### config.mk
export PLATFORM = sky130hd
export DESIGN_NAME = spike_rx_monitor
export DESIGN_NICKNAME = d
export VERILOG_FILES = /design/src/rtl/oscnet_pkg.sv /design/src/rtl/spike_edge_detect.sv /design/src/rtl/spike_rx_monitor.sv
export SDC_FILE = /design/constraint.sdc
export NUM_CORES = 1
export LEC_CHECK = 0
export CORE_AREA = 5 5 89 91
export CTS_CLUSTER_SIZE = 20
export DETAILED_ROUTE_END_ITERATION = 7
export DIE_AREA = 0 0 94 96
export SETUP_SLACK_MARGIN = 0.5
export SYNTH_ARGS = -nofsm -noshare
export SYNTH_HDL_FRONTEND = slang
export SYNTH_HIERARCHICAL = 1
export SYNTH_SLANG_ARGS = --single-unit
export TNS_END_PERCENT = 10
### constraint.sdc
create_clock -name clk -period 2.15 [get_ports clk]
set_clock_uncertainty 0.2 [all_clocks]
set_input_delay 0.43 -clock clk [delete_from_list [all_inputs] [get_ports clk]]
set_output_delay 0.43 -clock clk [all_outputs]
set_load 0.01 [all_outputs]
### src/rtl/oscnet_pkg.sv
// Shared oscillator-network definitions: monitor state encoding and default timing constants.
// Latency: n/a (types and constants only).
// Backpressure: n/a.
package oscnet_pkg;

  // Monitor state encoding, also decoded by the phase/coupling logic.
  typedef enum logic [1:0] {
    ST_IDLE    = 2'd0,
    ST_MEASURE = 2'd1,
    ST_LOCKED  = 2'd2
  } osc_state_t;

  // Defaults shared with the neuron's threshold setting, so the lock window
  // tracks the nominal firing period.
  localparam int DEF_CNT_W       = 8;
  localparam int DEF_INT_MIN     = 4;
  localparam int DEF_INT_MAX     = 6;
  localparam int DEF_LOCK_N      = 3;
  localparam int DEF_TIMEOUT_CYC = 12;

endpackage

### src/rtl/spike_edge_detect.sv
// Rising-edge detector for the neuron spike line: a held-high spike yields one edge.
// Latency: edge is combinational from spike_in, qualified by a 1-cycle history register.
// Backpressure: none; every rising edge is reported.
module spike_edge_detect (
  input  logic clk,
  input  logic reset,
  input  logic spike_in,
  output logic spike_edge
);

  logic spike_q;

  // Keep last cycle's spike level to qualify the rising edge.
  always_ff @(posedge clk) begin
    if (reset) begin
      spike_q <= 1'b0;
    end else begin
      spike_q <= spike_in;
    end
  end

  assign spike_edge = spike_in & ~spike_q;

endmodule

### src/rtl/spike_rx_monitor.sv
// Measures inter-spike intervals, tracks oscillator lock and flags missing spikes/dropped intervals.
// Latency: interval, valid and spike_count update 1 cycle after the rising spike edge.
// Backpressure: single-entry holding register; a new interval while one is unconsumed is dropped (overrun_err).
module spike_rx_monitor
  import oscnet_pkg::*;
#(
  parameter int CNT_W       = DEF_CNT_W,
  parameter int INT_MIN     = DEF_INT_MIN,
  parameter int INT_MAX     = DEF_INT_MAX,
  parameter int LOCK_N      = DEF_LOCK_N,
  parameter int TIMEOUT_CYC = DEF_TIMEOUT_CYC
) (
  input  logic             clk,
  input  logic             reset,
  input  logic             spike_in,
  input  logic             clear_err,
  output logic [CNT_W-1:0] interval_out,
  output logic             interval_valid,
  input  logic             interval_ready,
  output logic             locked,
  output logic             miss_err,
  output logic             overrun_err,
  output logic [15:0]      spike_count
);

  localparam int               GOOD_W    = $clog2(LOCK_N + 1);
  localparam logic [CNT_W-1:0] CNT_SAT   = '1;
  localparam logic [CNT_W-1:0] WIN_LO    = CNT_W'(INT_MIN);
  localparam logic [CNT_W-1:0] WIN_HI    = CNT_W'(INT_MAX);
  localparam logic [CNT_W-1:0] TMO_CNT   = CNT_W'(TIMEOUT_CYC);
  localparam logic [GOOD_W-1:0] GOOD_LAST = GOOD_W'(LOCK_N - 1);
  localparam logic [GOOD_W-1:0] GOOD_FULL = GOOD_W'(LOCK_N);

  osc_state_t        state;
  logic [CNT_W-1:0]  cnt;
  logic [GOOD_W-1:0] good_cnt;
  logic              spike_edge;
  logic              in_range;
  logic              emit;
  logic              timeout;
  logic              accept;

  spike_edge_detect u_edge (
    .clk        (clk),
    .reset      (reset),
    .spike_in   (spike_in),
    .spike_edge (spike_edge)
  );

  // cnt holds cycles since the last edge, so at an edge it is the interval itself.
  assign in_range = (cnt >= WIN_LO) && (cnt <= WIN_HI);
  // The first edge after IDLE only establishes a reference point.
  assign emit     = spike_edge && (state != ST_IDLE);
  // An edge landing exactly on the timeout cycle is a valid (long) interval, not a miss.
  assign timeout  = !spike_edge && (state != ST_IDLE) && (cnt == TMO_CNT);
  assign accept   = !interval_valid || interval_ready;

  // Interval counter: restarts at 1 on every edge, saturates when idle for long.
  always_ff @(posedge clk) begin
    if (reset) begin
      cnt <= '0;
    end else if (spike_edge) begin
      cnt <= CNT_W'(1);
    end else if (cnt != CNT_SAT) begin
      cnt <= cnt + 1'b1;
    end
  end

  // Lock FSM with registered locked output and consecutive in-range counter.
  always_ff @(posedge clk) begin
    if (reset) begin
      state    <= ST_IDLE;
      good_cnt <= '0;
      locked   <= 1'b0;
    end else begin
      case (state)
        ST_IDLE: begin
          if (spike_edge) begin
            state    <= ST_MEASURE;
            good_cnt <= '0;
          end
        end
        ST_MEASURE: begin
          if (emit) begin
            if (!in_range) begin
              good_cnt <= '0;
            end else if (good_cnt == GOOD_LAST) begin
              state    <= ST_LOCKED;
              locked   <= 1'b1;
              good_cnt <= GOOD_FULL;
            end else begin
              good_cnt <= good_cnt + 1'b1;
            end
          end else if (timeout) begin
            state    <= ST_IDLE;
            good_cnt <= '0;
          end
        end
        ST_LOCKED: begin
          if (emit) begin
            if (!in_range) begin
              state    <= ST_MEASURE;
              locked   <= 1'b0;
              good_cnt <= '0;
            end
          end else if (timeout) begin
            state    <= ST_IDLE;
            locked   <= 1'b0;
            good_cnt <= '0;
          end
        end
        default: begin
          state    <= ST_IDLE;
          locked   <= 1'b0;
          good_cnt <= '0;
        end
      endcase
    end
  end

  // Output holding register, sticky error flags (set beats clear) and edge tally.
  always_ff @(posedge clk) begin
    if (reset) begin
      interval_out   <= '0;
      interval_valid <= 1'b0;
      overrun_err    <= 1'b0;
      miss_err       <= 1'b0;
      spike_count    <= '0;
    end else begin
      if (emit && accept) begin
        interval_out   <= cnt;
        interval_valid <= 1'b1;
      end else if (interval_ready) begin
        interval_valid <= 1'b0;
      end

      if (emit && !accept) begin
        overrun_err <= 1'b1;
      end else if (clear_err) begin
        overrun_err <= 1'b0;
      end

      if (timeout) begin
        miss_err <= 1'b1;
      end else if (clear_err) begin
        miss_err <= 1'b0;
      end

      if (spike_edge) begin
        spike_count <= spike_count + 16'd1;
      end
    end
  end

endmodule
==> impl_metrics.csv <==
group,metric,value,unit
logic_synthesis,ys_ff_latch,41,
worst_setup_path,max_stage_delay,0.38,ns
final_layout,finalNetCount,296,
die,die_area,9020,sq um
logic_synthesis,synth-edff-count,0,
grt,grt_max_degree,20,
grt,antenna_found_initial,0,
cts,clock_sinks,41,
logic_synthesis,synth_compound_area_share,13.6,%
grt,gr-total-overflow,0,
timing,hold_viol_final,0,
final_layout,n_fill_cell,730,
power_and_ir_drop,peakVddDrop,325,uV
worst_setup_path,startpoint_type,"flip-flop",
cts,tritoncts,"built",
logic_synthesis,ys_types,48,
logic_synthesis,ys_seq_area_share,40.6,%
timing,grt_setup_unrepaired,"true",
final_layout,antenna_cells,0,
logic_synthesis,syn_nets,234,
worst_setup_path,cp_slowest_cell,"a2111o_1",
worst_setup_path,crit_fanout,5,
final_layout,post-route-util,40.2,%
job,cap_viol_max_count,0,
power_and_ir_drop,p_leak,0.00110,uW
drt,via_per_inst,4.79,
place,port_buffers,32,
die,row_count,31,
drt,wl_per_cell,12.7,um
final_layout,areaGrowthSynthToFinish,40.5,%
worst_setup_path,cp.required,2.16,ns
logic_synthesis,ys.warnings.count,6,
cts,numCtsBuffers,5,
status,outcome,"finished clean",
drt,drc,0,
cts,clk_pin_slew,0.07,ns
die,die_h,96,um
timing,worstMarginPinSlew,0.450,ns
timing,final.setup.tns,0,ns
grt,gr-usage-all-layers,11.5,%
logic_synthesis,synth_top_family_by_area,"simple AND/OR/NAND/NOR gates",
drt,drt_iter0_markers,61,
drt,firstDrtPassIters,4,
timing,fmax,0.522,GHz
place,dpl_cell_area,2570,sq um
drt,vias,1829,
place,post-dp-hpwl,3.46,mm
grt,grt_pass1_vias,1702,
drt,drtAntennaViolNets,0,
timing,slew_violations,0,
die,pin_count,33,
hold_path,holdCritPathClass,"in2reg",
grt,grt_pass1_wl,8.25,mm
worst_setup_path,crit_type,"reg2reg",
die,coreArea,7060,sq um
logic_synthesis,yosys.area_share.simple,26.6,%
final_layout,final_cell_area,2840,sq um
die,die_x,94,um
logic_synthesis,netlist_instances,221,
final_layout,drive_gt1_share,26.5,%
timing,fin_crit_sh,89.1,%
logic_synthesis,synthArstFlopShare,0,%
timing,maxSlewHeadroom,69.9,%
logic_synthesis,synth_xor_area_share,5.20,%
worst_setup_path,path_cells,"inv_4 -> ha_4 -> and4b_4 -> a221o_1 -> a2111o_1 -> a21oi_2",
timing,holdWs,0.174,ns
timing,setup_viol,0,
cts,cts_root_buf,"clkbuf_8",
logic_synthesis,synth_mux_area_share,4.46,%
power_and_ir_drop,power.density,566,nW/um^2
logic_synthesis,synth_top_cell_by_area,"dfxtp_1",
logic_synthesis,yosysTopAreaCellShare,40.6,%
timing,post-route-min-period,1.92,ns
logic_synthesis,avgSynthCellArea,9.14,sq um
cts,clock_path_buffers,2,
place,gp_congestion,0.762,
cts,clock_latency,0.29,ns
worst_setup_path,crit_path_end_kind,"flip-flop",
cts,htree_num_levels,2,
logic_synthesis,synthAdderAreaFrac,4.96,%
logic_synthesis,netlist_area,2020,sq um
logic_synthesis,synth_flop_cell,"dfxtp_1",
logic_synthesis,yosys-top-cells-area,"dfxtp_1, nor2_1, ha_1, mux2i_1, xor2_1",
drt,wl,4.87,mm
worst_setup_path,cp.arrival,1.93,ns
die,initial_core_util,28.6,%
layout make-up:
class | count | area [sq um] | area share, %
sequential | 41 | 851 | 30.0
timing repair buffer | 64 | 573 | 20.2
inverter | 11 | 43.8 | 1.54
clock inverter | 2 | 35.0 | 1.24
tap | 99 | 124 | 4.37
multi-input combinational | 160 | 1140 | 40.2
clock buffer | 5 | 68.8 | 2.43
per-stage QoR:
step	total power, uW	setup WS (ns)	std cells
after global routing	1680	0.157	382
after global placement	995	-0.222	360
after detailed placement	996	-0.261	360
after floorplan	920	0.315	221
after CTS	1610	0.233	373
final	1610	0.233	382
where the power goes:
group          leakage, uW  switching [uW]  internal [uW]
Sequential        0.000340            13.8            771
Clock            0.0000540             262            338
Combinational     0.000705             104            117
worst max-delay path: cells and delay by family, from the launching register on:
kind / cells / cell delay, ns
simple gates: 1 / 0.22
flops: 1 / 0.37
compound gates: 3 / 0.83
fa+ha+maj: 1 / 0.16
buf+inv: 1 / 0.06
flip-flops by register name, indices dropped and copies added, names as in the netlist:
name and cells:
good_cnt 2, cnt 8, locked 1, state 2, interval_out 8, u_edge/spike_q 1, interval_valid 1, spike_count 16
miss_err 1, overrun_err 1
path summary, 6_finish.rpt:
path            start             end  slack [ns]  depth (start not counted)
min reg2reg  miss_err        miss_err        0.28                          2
max          state[1]        state[0]        0.23                          6
min          spike_in  u_edge/spike_q        0.17                          2
max reg2reg  state[1]        state[0]        0.23                          6
cell families (layout without fill, tap and decap cells):
group,count (synthesis),count (layout)
adder cells (fa/ha/maj),8,8
XOR/XNOR,12,12
flip-flops,41,41
buffers and inverters,20,82
multiplexers,9,9
AND/OR/NAND/NOR,89,89
AO/OA/AOI/OAI,42,42
synth_stat cells, types with 2 or more instances:
master	number
nand3_1	6
nor2b_1	4
o31ai_1	4
dfxtp_1	41
xor2_1	10
a41oi_1	2
ha_1	8
or4_1	4
a21oi_1	12
nand2_1	8
nand2b_1	3
mux2i_1	9
nor2_1	29
clkbuf_1	5
buf_4	2
nor2b_4	2
nor3_1	2
and4_1	3
o21ai_0	8
xnor2_1	2
inv_1	11
o22ai_1	2
a311oi_1	2
and3_1	3
or3_1	2
a31oi_1	4
nand4_1	10
nand3_4	2
o211ai_1	2
cell usage in the layout, fill, tap and decap left out, types with 2 or more instances in the layout:
cell,count
a21oi_1,11
a311oi_1,2
a31oi_1,4
and3_1,2
and4_1,2
and4_4,2
buf_4,31
clkbuf_8,5
clkdlybuf4s50_1,26
dfxtp_1,25
dfxtp_2,12
dfxtp_4,4
dlygate4sd2_1,2
dlymetal6s2s_1,3
ha_1,6
inv_1,9
mux2i_1,9
nand2_1,8
nand2b_1,3
nand3_1,6
nand3_4,2
nand4_1,10
nor2_1,29
nor2b_1,4
nor2b_4,2
nor3_1,2
o211ai_1,2
o21ai_0,8
o22ai_1,2
o31ai_1,4
or3_1,2
or4_1,4
xnor2_1,2
xor2_1,10
routing by layer:
metal / part of all wire, % / global-route usage, % / vias to the layer above
li1: - / - / 920
met1: 48 / 14.7 / 869
met2: 46 / 18.5 / 32
met3: 4.0 / 3.21 / 8
met4: 1.4 / 3.97 / 0
met5: 0 / 0 / -
repair_timing:
item / CTS / global route
pin swaps: 9 / 4
hold buffers: 0 / 0
buffers inserted: 6 / 9
gates resized for setup: 19 / 15
endpoints found under the setup margin: 59 / 60
No activity file was read; power rests on OpenSTA's default activity.
